[src/rtl/arm_regfile_mp.sv]
// Multi-port ARM register file: NUM_RD combinational reads, WB + link writes, PC shadow, pending-write scoreboard.
// Optional REGFILE_BYPASS_EN: same-cycle write data and last-clear forwarded to the read ports.
module arm_regfile_mp #(
  parameter int DATA_W    = 32,
  parameter int NUM_REGS  = 16,
  parameter int NUM_RD    = 3,
  parameter int PC_IDX    = 15,
  parameter int LR_IDX    = 14,
  parameter int PC_OFFSET = 8,
  parameter int SB_W      = 2,
  localparam int AW       = $clog2(NUM_REGS)
) (
  input  logic                     clk,
  input  logic                     reset,
  input  logic [NUM_RD*AW-1:0]     rd_addr,
  output logic [NUM_RD*DATA_W-1:0] rd_data,
  output logic [NUM_RD-1:0]        rd_busy,
  input  logic                     wr0_en,
  input  logic [AW-1:0]            wr0_addr,
  input  logic [DATA_W-1:0]        wr0_data,
  input  logic                     wr1_en,
  input  logic [DATA_W-1:0]        wr1_data,
  input  logic                     pc_we,
  input  logic [DATA_W-1:0]        pc_in,
  output logic [DATA_W-1:0]        pc_out,
  input  logic                     sb_set_en,
  input  logic [AW-1:0]            sb_set_addr,
  input  logic                     sb_clr_en,
  output logic [1:0]               err
);

  localparam logic [AW-1:0] PC_A = AW'(PC_IDX);
  localparam logic [AW-1:0] LR_A = AW'(LR_IDX);

  logic [DATA_W-1:0]              regs_q [NUM_REGS];
  logic [DATA_W-1:0]              pc_q;
  logic [NUM_REGS-1:0][SB_W-1:0]  sb_q;
  logic [NUM_REGS-1:0][SB_W-1:0]  sb_next;
  logic [NUM_REGS-1:0]            sb_inc;
  logic [NUM_REGS-1:0]            sb_dec;
  logic [NUM_REGS-1:0]            wr_hit0;
  logic [NUM_REGS-1:0]            wr_hit1;
  logic                           sb_err;
  logic [1:0]                     err_q;

  genvar gi;
  generate
    for (gi = 0; gi < NUM_REGS; gi++) begin : g_reg
      // wr0 never lands on the PC slot; the PC lives in its own shadow register
      assign wr_hit0[gi] = wr0_en && (wr0_addr == AW'(gi)) && (gi != PC_IDX);
      assign wr_hit1[gi] = wr1_en && (gi == LR_IDX);
      assign sb_inc[gi]  = sb_set_en && (sb_set_addr == AW'(gi)) && (gi != PC_IDX);
      assign sb_dec[gi]  = sb_clr_en && (wr0_addr == AW'(gi));
    end
  endgenerate

  // Saturating pending counters; simultaneous set and clear cancel out
  always_comb begin
    sb_err  = 1'b0;
    sb_next = sb_q;
    for (int r = 0; r < NUM_REGS; r++) begin
      if (sb_inc[r] && !sb_dec[r]) begin
        if (&sb_q[r]) sb_err = 1'b1;
        else          sb_next[r] = sb_q[r] + SB_W'(1);
      end else if (sb_dec[r] && !sb_inc[r]) begin
        if (sb_q[r] == '0) sb_err = 1'b1;
        else               sb_next[r] = sb_q[r] - SB_W'(1);
      end
    end
  end

  always_ff @(posedge clk) begin
    if (reset) begin
      for (int r = 0; r < NUM_REGS; r++) regs_q[r] <= '0;
      sb_q  <= '0;
      pc_q  <= '0;
      err_q <= '0;
    end else begin
      for (int r = 0; r < NUM_REGS; r++) begin
        if (wr_hit0[r])      regs_q[r] <= wr0_data;
        else if (wr_hit1[r]) regs_q[r] <= wr1_data;
      end
      sb_q <= sb_next;
      if (pc_we) pc_q <= pc_in;
      err_q <= err_q | {wr0_en && (wr0_addr == PC_A), sb_err};
    end
  end

  generate
    for (gi = 0; gi < NUM_RD; gi++) begin : g_rd
      logic [AW-1:0]     addr;
      logic [DATA_W-1:0] data;
      logic              busy;
      assign addr = rd_addr[gi*AW +: AW];

      always_comb begin
        data = '0;
        busy = 1'b0;
        if (addr == PC_A) begin
          data = pc_q + DATA_W'(PC_OFFSET);
        end else if (int'(addr) < NUM_REGS) begin
`ifdef REGFILE_BYPASS_EN
          if (wr0_en && (wr0_addr == addr)) data = wr0_data;
          else if (wr1_en && (addr == LR_A)) data = wr1_data;
          else data = regs_q[addr];
`else
          data = regs_q[addr];
`endif
        end
        if (int'(addr) < NUM_REGS) begin
`ifdef REGFILE_BYPASS_EN
          busy = (sb_q[addr] != '0) &&
                 !(sb_dec[addr] && !sb_inc[addr] && (sb_q[addr] == SB_W'(1)));
`else
          busy = (sb_q[addr] != '0);
`endif
        end
      end

      assign rd_data[gi*DATA_W +: DATA_W] = data;
      assign rd_busy[gi] = busy;
    end
  endgenerate

  assign pc_out = pc_q;
  assign err    = err_q;

endmodule

[config.mk]
export PLATFORM = sky130hd
export DESIGN_NAME = arm_regfile_mp
export DESIGN_NICKNAME = d
export VERILOG_FILES = /design/src/rtl/arm_regfile_mp.sv
export SDC_FILE = /design/constraint.sdc
export NUM_CORES = 2
export LEC_CHECK = 0
export BUFFER_PORTS_ARGS = -buffer_cell sky130_fd_sc_hd__buf_2
export CORE_MARGIN = 2
export CORE_UTILIZATION = 30
export DETAILED_ROUTE_END_ITERATION = 6
export SETUP_SLACK_MARGIN = 0.4
export SLEW_MARGIN = 20
export SYNTH_ARGS = -nofsm -noshare
export SYNTH_HDL_FRONTEND = slang
export SYNTH_SLANG_ARGS = --single-unit
[constraint.sdc]
create_clock -name clk -period 3.4 [get_ports clk]
set_input_delay 0.68 -clock clk [delete_from_list [all_inputs] [get_ports clk]]
set_output_delay 0.68 -clock clk [all_outputs]
set_load 0.02 [all_outputs]
==> reports/qor_table.md <==
| Group | Item | Value |
|:---|:---|:---|
| run status | Outcome | complete, but fails checks |
| run status | Failing checks | negative setup slack |
| sta | Final-report setup violation count | 38 |
| setup path | Reg-to-reg setup timing slack | 1.84 ns |
| setup path | Slowest library cell on the worst path | dfxtp_2 |
| setup path | Launch instance of the worst register-to-register path | sb_q[26]$_SDFFE_PP0P_ |
| pwr | P_leak | 15.87 nW |
| sta | Final Hold Fails | 0 |
| grt | Overall overflow remaining after global route | 0 |
| sta | Peak Freq | 278.5 MHz |
| routing | Via count | 26975 |
| synthesis | Netlist area before placement | 33480 um2 |
| cells and area | P&R area growth vs syn | 31.79% |
| cts | CTS H-Tree Depth | 2 |
| floorplan | Chip Height | 338.1 um |
| floorplan | Initial Util | 0.3026 |
| sta | Share of the clock period used by the worst path | 1.056 |
| pwr | Combinational group share of total power | 0.224 |
| setup path | Biggest fanout along the worst timing path | 3 |
| synthesis | Post-Synth Simple-Gate Area | 0.1112 |
| synthesis | Cells after synthesis | 2717 |
| min path | Endpoint with the worst hold slack | pc_out[0]$_SDFFE_PP0P_ |
| cts | Number of buffers created by CTS | 61 |
| grt | Maximum number of pins on one net before global-route repair | 56 |
| cells and area | Number of standard cells in the final layout excluding fillers | 4652 |
| placed design | Global placement routability congestion | 0.8790 |
| floorplan | Horizontal die dimension | 338.1 um |
| synthesis | Synth Flop Type | edfxtp_1 |
| synthesis | Main combinational cell family by area after synthesis | multiplexers |
| routing | Met2 routed WL | 61.27 mm |
| routing | Detailed Route Iter0 Violations | 3132 |
| sta | Slack of the critical path | -0.1907 ns |
| setup path | Kind of cell adding the most delay to the critical path | buffers and inverters |
| synthesis | Post-synthesis adder-cell area fraction | 0.01196 |
| synthesis | Post-Syn Area per Cell | 12.32 um2 |
| pwr | Net load switching power | 5.475 mW |
| routing | Vias per inst | 5.799 |
| cells and area | Final instance area | 44130 um2 |
| floorplan | Placement Rows | 122 |
| cells and area | FILL cells | 10286 |
| sta | Total negative slack for setup checks | -3.028 ns |
| pwr | Pwr dens | 437.7 nW/um2 |
| synthesis | Count of unique library cells instantiated by Yosys | 51 |
| setup path | Endpoint arrival time on the critical path | 2.91 ns |
| min path | Hold path start | pc_in[0] |
| routing | Average routed wire per standard cell | 28.76 um |
| sta | Setup Skew | 0.02149 ns |
| routing | Highest metal layer with signal wires | met5 |
| grt | Global-route wire length before repair | 186.3 mm |
| pwr | Sequential share of power | 0.421 |
| pwr | Switching part of the total power | 0.2835 |
| cells and area | Most frequent standard cell in the layout excluding fill and tap cells | edfxtp_1 |
| min path | Hold Path Cell Cnt | 3 |
| grt | Vias in the first global route | 26152 |
| synthesis | Count of yosys warnings during synthesis | 0 |
| synthesis | Sequential share of the synthesized area | 0.4699 |
| sta | Setup repair after global routing missed its margin | true |
| sta | Worst slew pin tran | 0.7729 ns |
| cells and area | Net total in the final layout | 3269 |
| placed design | Worst setup slack before clock tree synthesis | 0.04629 ns |
| cells and area | Fraction of final layout cells sized beyond drive strength 1 | 0.4064 |
| routing | Total length of routed met3 wires | 14.65 mm |
| cts | Clock tree from TritonCTS | done |
| routing | Post-Route M1 WL | 50.40 mm |
| synthesis | Count of flip-flops with a built-in enable after synthesis | 480 |
| cts | Clock Latency Late Sink | 0.65 ns |
| routing | Final routed wirelength across all metal layers | 133.8 mm |
| setup path | Worst setup EP type | primary output |
| sta | Hold slack | 0.2618 ns |
| placed design | HPWL Detailed | 86.14 mm |
| floorplan | Floorplan die area | 114300 um2 |
| synthesis | Compound-cell area share of the yosys netlist | 0.09185 |
| routing | DRT Pass-1 Iters | 6 |
| grt | GR Util All Layers | 0.2279 |
| setup path | Crit-path most repeated cell | buf_6 |
| sta | Rel. slew slack | 0.4847 |
| synthesis | Xor/xnor share of the synthesized area | 0.007324 |
| synthesis | Mux share of post-synthesis cell area | 0.2626 |
| setup path | Crit-path max cell delay | 0.35 ns |
| placed design | Post-placement cell count | 4433 |
| setup path | Worst-path cell chain | buf_12, nand4_4, buf_6, nor4_4, nand4_1, xor2_4, buf_6, a221oi_2, buf_4, buf_6 |
| setup path | Worst reg-to-reg path cell count | 5 |
| sta | Number of max-slew violations in the final report | 0 |
| setup path | Cell depth of the worst setup path | 10 |
| routing | Residual DRC | 0 |
| synthesis | FFs w/ async S/R, synth | 0 |
| placed design | Instance area at placement | 38160 um2 |
| cts | CTS Root Cell | clkbuf_16 |
| cts | CTS sink count | 546 |
| floorplan | Core area | 110700 um2 |
| cts | Clock slew at the register clock pins of the worst setup and hold paths | 0.06 ns |
| cts | Hold bufs inserted after CTS | 0 |
| setup path | Category of the worst setup path launch point | register |
| routing | Number of nets with antenna violations after routing | 0 |
| setup path | Worst R2R End | err[0]$_SDFF_PP0_ |
| setup path | Count of buffer and inverter cells on the critical path | 5 |
| pwr | Design internal power | 13.84 mW |
| pwr | Worst vdd ir | 0.3923 mV |
| floorplan | Count of boundary I/O pins | 256 |
| synthesis | Syn Nets | 2872 |
| min path | Min-delay worst type | in -> reg |
| setup path | Classification of the worst setup path | reg -> out |
| sta | Crit path time final | 3.591 ns |
| placed design | Number of buffers added on ports | 255 |
| synthesis | #FFs+latches synth | 546 |
| cells and area | Number of antenna diodes | 0 |
| run | Number of violations of the max-capacitance limit | 0 |
| cts | Worst-case clock buffer depth | 3 |
| grt | Number of antenna violations at the first check in global routing | 11 |
| setup path | Data required, critical path | 2.72 ns |
| cells and area | Commonest cells after routing, fill and taps aside | edfxtp_1, nor2_1, mux4_2 |
| pwr | Part of the total power dissipated in the clock network | 0.355 |
[power by group through the flow]
| stage | sequential (mW) | clock [mW] | combinational (mW) |
|---|---|---|---|
| 2_1_floorplan | 8.15 | 0 | 2.13 |
| 3_3_place_gp | 8.22 | 0 | 3.56 |
| 3_5_place_dp | 8.25 | 0 | 3.58 |
| 4_1_cts | 8.12 | 6.94 | 4.05 |
| 5_1_grt | 8.18 | 7.17 | 4.51 |
| 6_report | 8.14 | 6.86 | 4.32 |
[flip-flops by register name, summed over array words and instances (netlist names)]
signal,flops
sb_q,32
regs_q,480
err,2
pc_out,32
[timing repair]
action,CTS,global route
cloned,12,2
setup endpoints to repair,99,99
pin swaps,85,89
buffers inserted,51,41
resized for setup,426,213
hold endpoints to repair,0,0
[area by class of cell]
| type | count | area (um2) | area share |
|---|---|---|---|
| Timing Repair Buffer | 589 | 6090 | 0.1380 |
| Clock inverter | 42 | 447.9 | 0.01015 |
| Multi-Input combinational cell | 1827 | 18000 | 0.4079 |
| Sequential cell | 546 | 15810 | 0.3582 |
| Tap cell | 1488 | 1862 | 0.04219 |
| Clock buffer | 71 | 1585 | 0.03592 |
| Inverter | 89 | 334.1 | 0.007570 |
[Yosys cell counts, types with 39 or more instances]
library cell	instances	share of area
nor2_1	447	0.050
nand2b_1	59	0.011
clkbuf_1	147	0.016
buf_2	68	0.010
a221oi_1	39	0.010
inv_1	89	0.010
dfxtp_1	66	0.039
a211oi_1	63	0.014
mux4_2	326	0.22
o21ai_0	162	0.024
a21oi_1	53	0.0079
mux2i_1	127	0.038
o211ai_1	39	0.0087
nor2b_1	84	0.016
edfxtp_1	480	0.43
nand2_1	143	0.016
[layer usage]
| layer | track usage | up-vias |
|---|---|---|
| li1 | - | 11233 |
| met1 | 0.2937 | 13562 |
| met2 | 0.3600 | 1766 |
| met3 | 0.05629 | 394 |
| met4 | 0.1077 | 20 |
| met5 | 0 | - |
[worst max path at each step]
stage | startpoint | end
5_1_grt | pc_out[8]$_SDFFE_PP0P_ | rd_data[21]
2_1_floorplan | rd_addr[8] | rd_data[78]
3_5_place_dp | rd_addr[8] | rd_data[67]
3_3_place_gp | rd_addr[8] | rd_data[67]
6_report | pc_out[8]$_SDFFE_PP0P_ | rd_data[21]
4_1_cts | pc_out[4]$_SDFFE_PP0P_ | rd_data[85]
[through the flow]
stage	total power, mW	util
2_1_floorplan	10.28	-
3_3_place_gp	11.78	0.3448
3_5_place_dp	11.83	0.3448
4_1_cts	19.11	0.3869
5_1_grt	19.86	0.3987
6_report	19.31	0.3987
[logic make-up (layout without fill, tap and decap cells)]
group           after synthesis  after routing
xor+xnor                     28             28
buf+inv                     344            791
simple gates                824            824
mux                         469            469
flops                       546            546
fa+ha+maj                    32             32
compound gates              474            474
[worst register-to-register path, stage by stage, from the launching register on]
cell and delay [ns]:
dfxtp_1 0.40, nor2_1 0.16, a31oi_1 0.28, nand4_1 0.12, nor4_1 0.34, a31oi_1 0.15
Note: power is estimated with default switching activity, not from simulation.
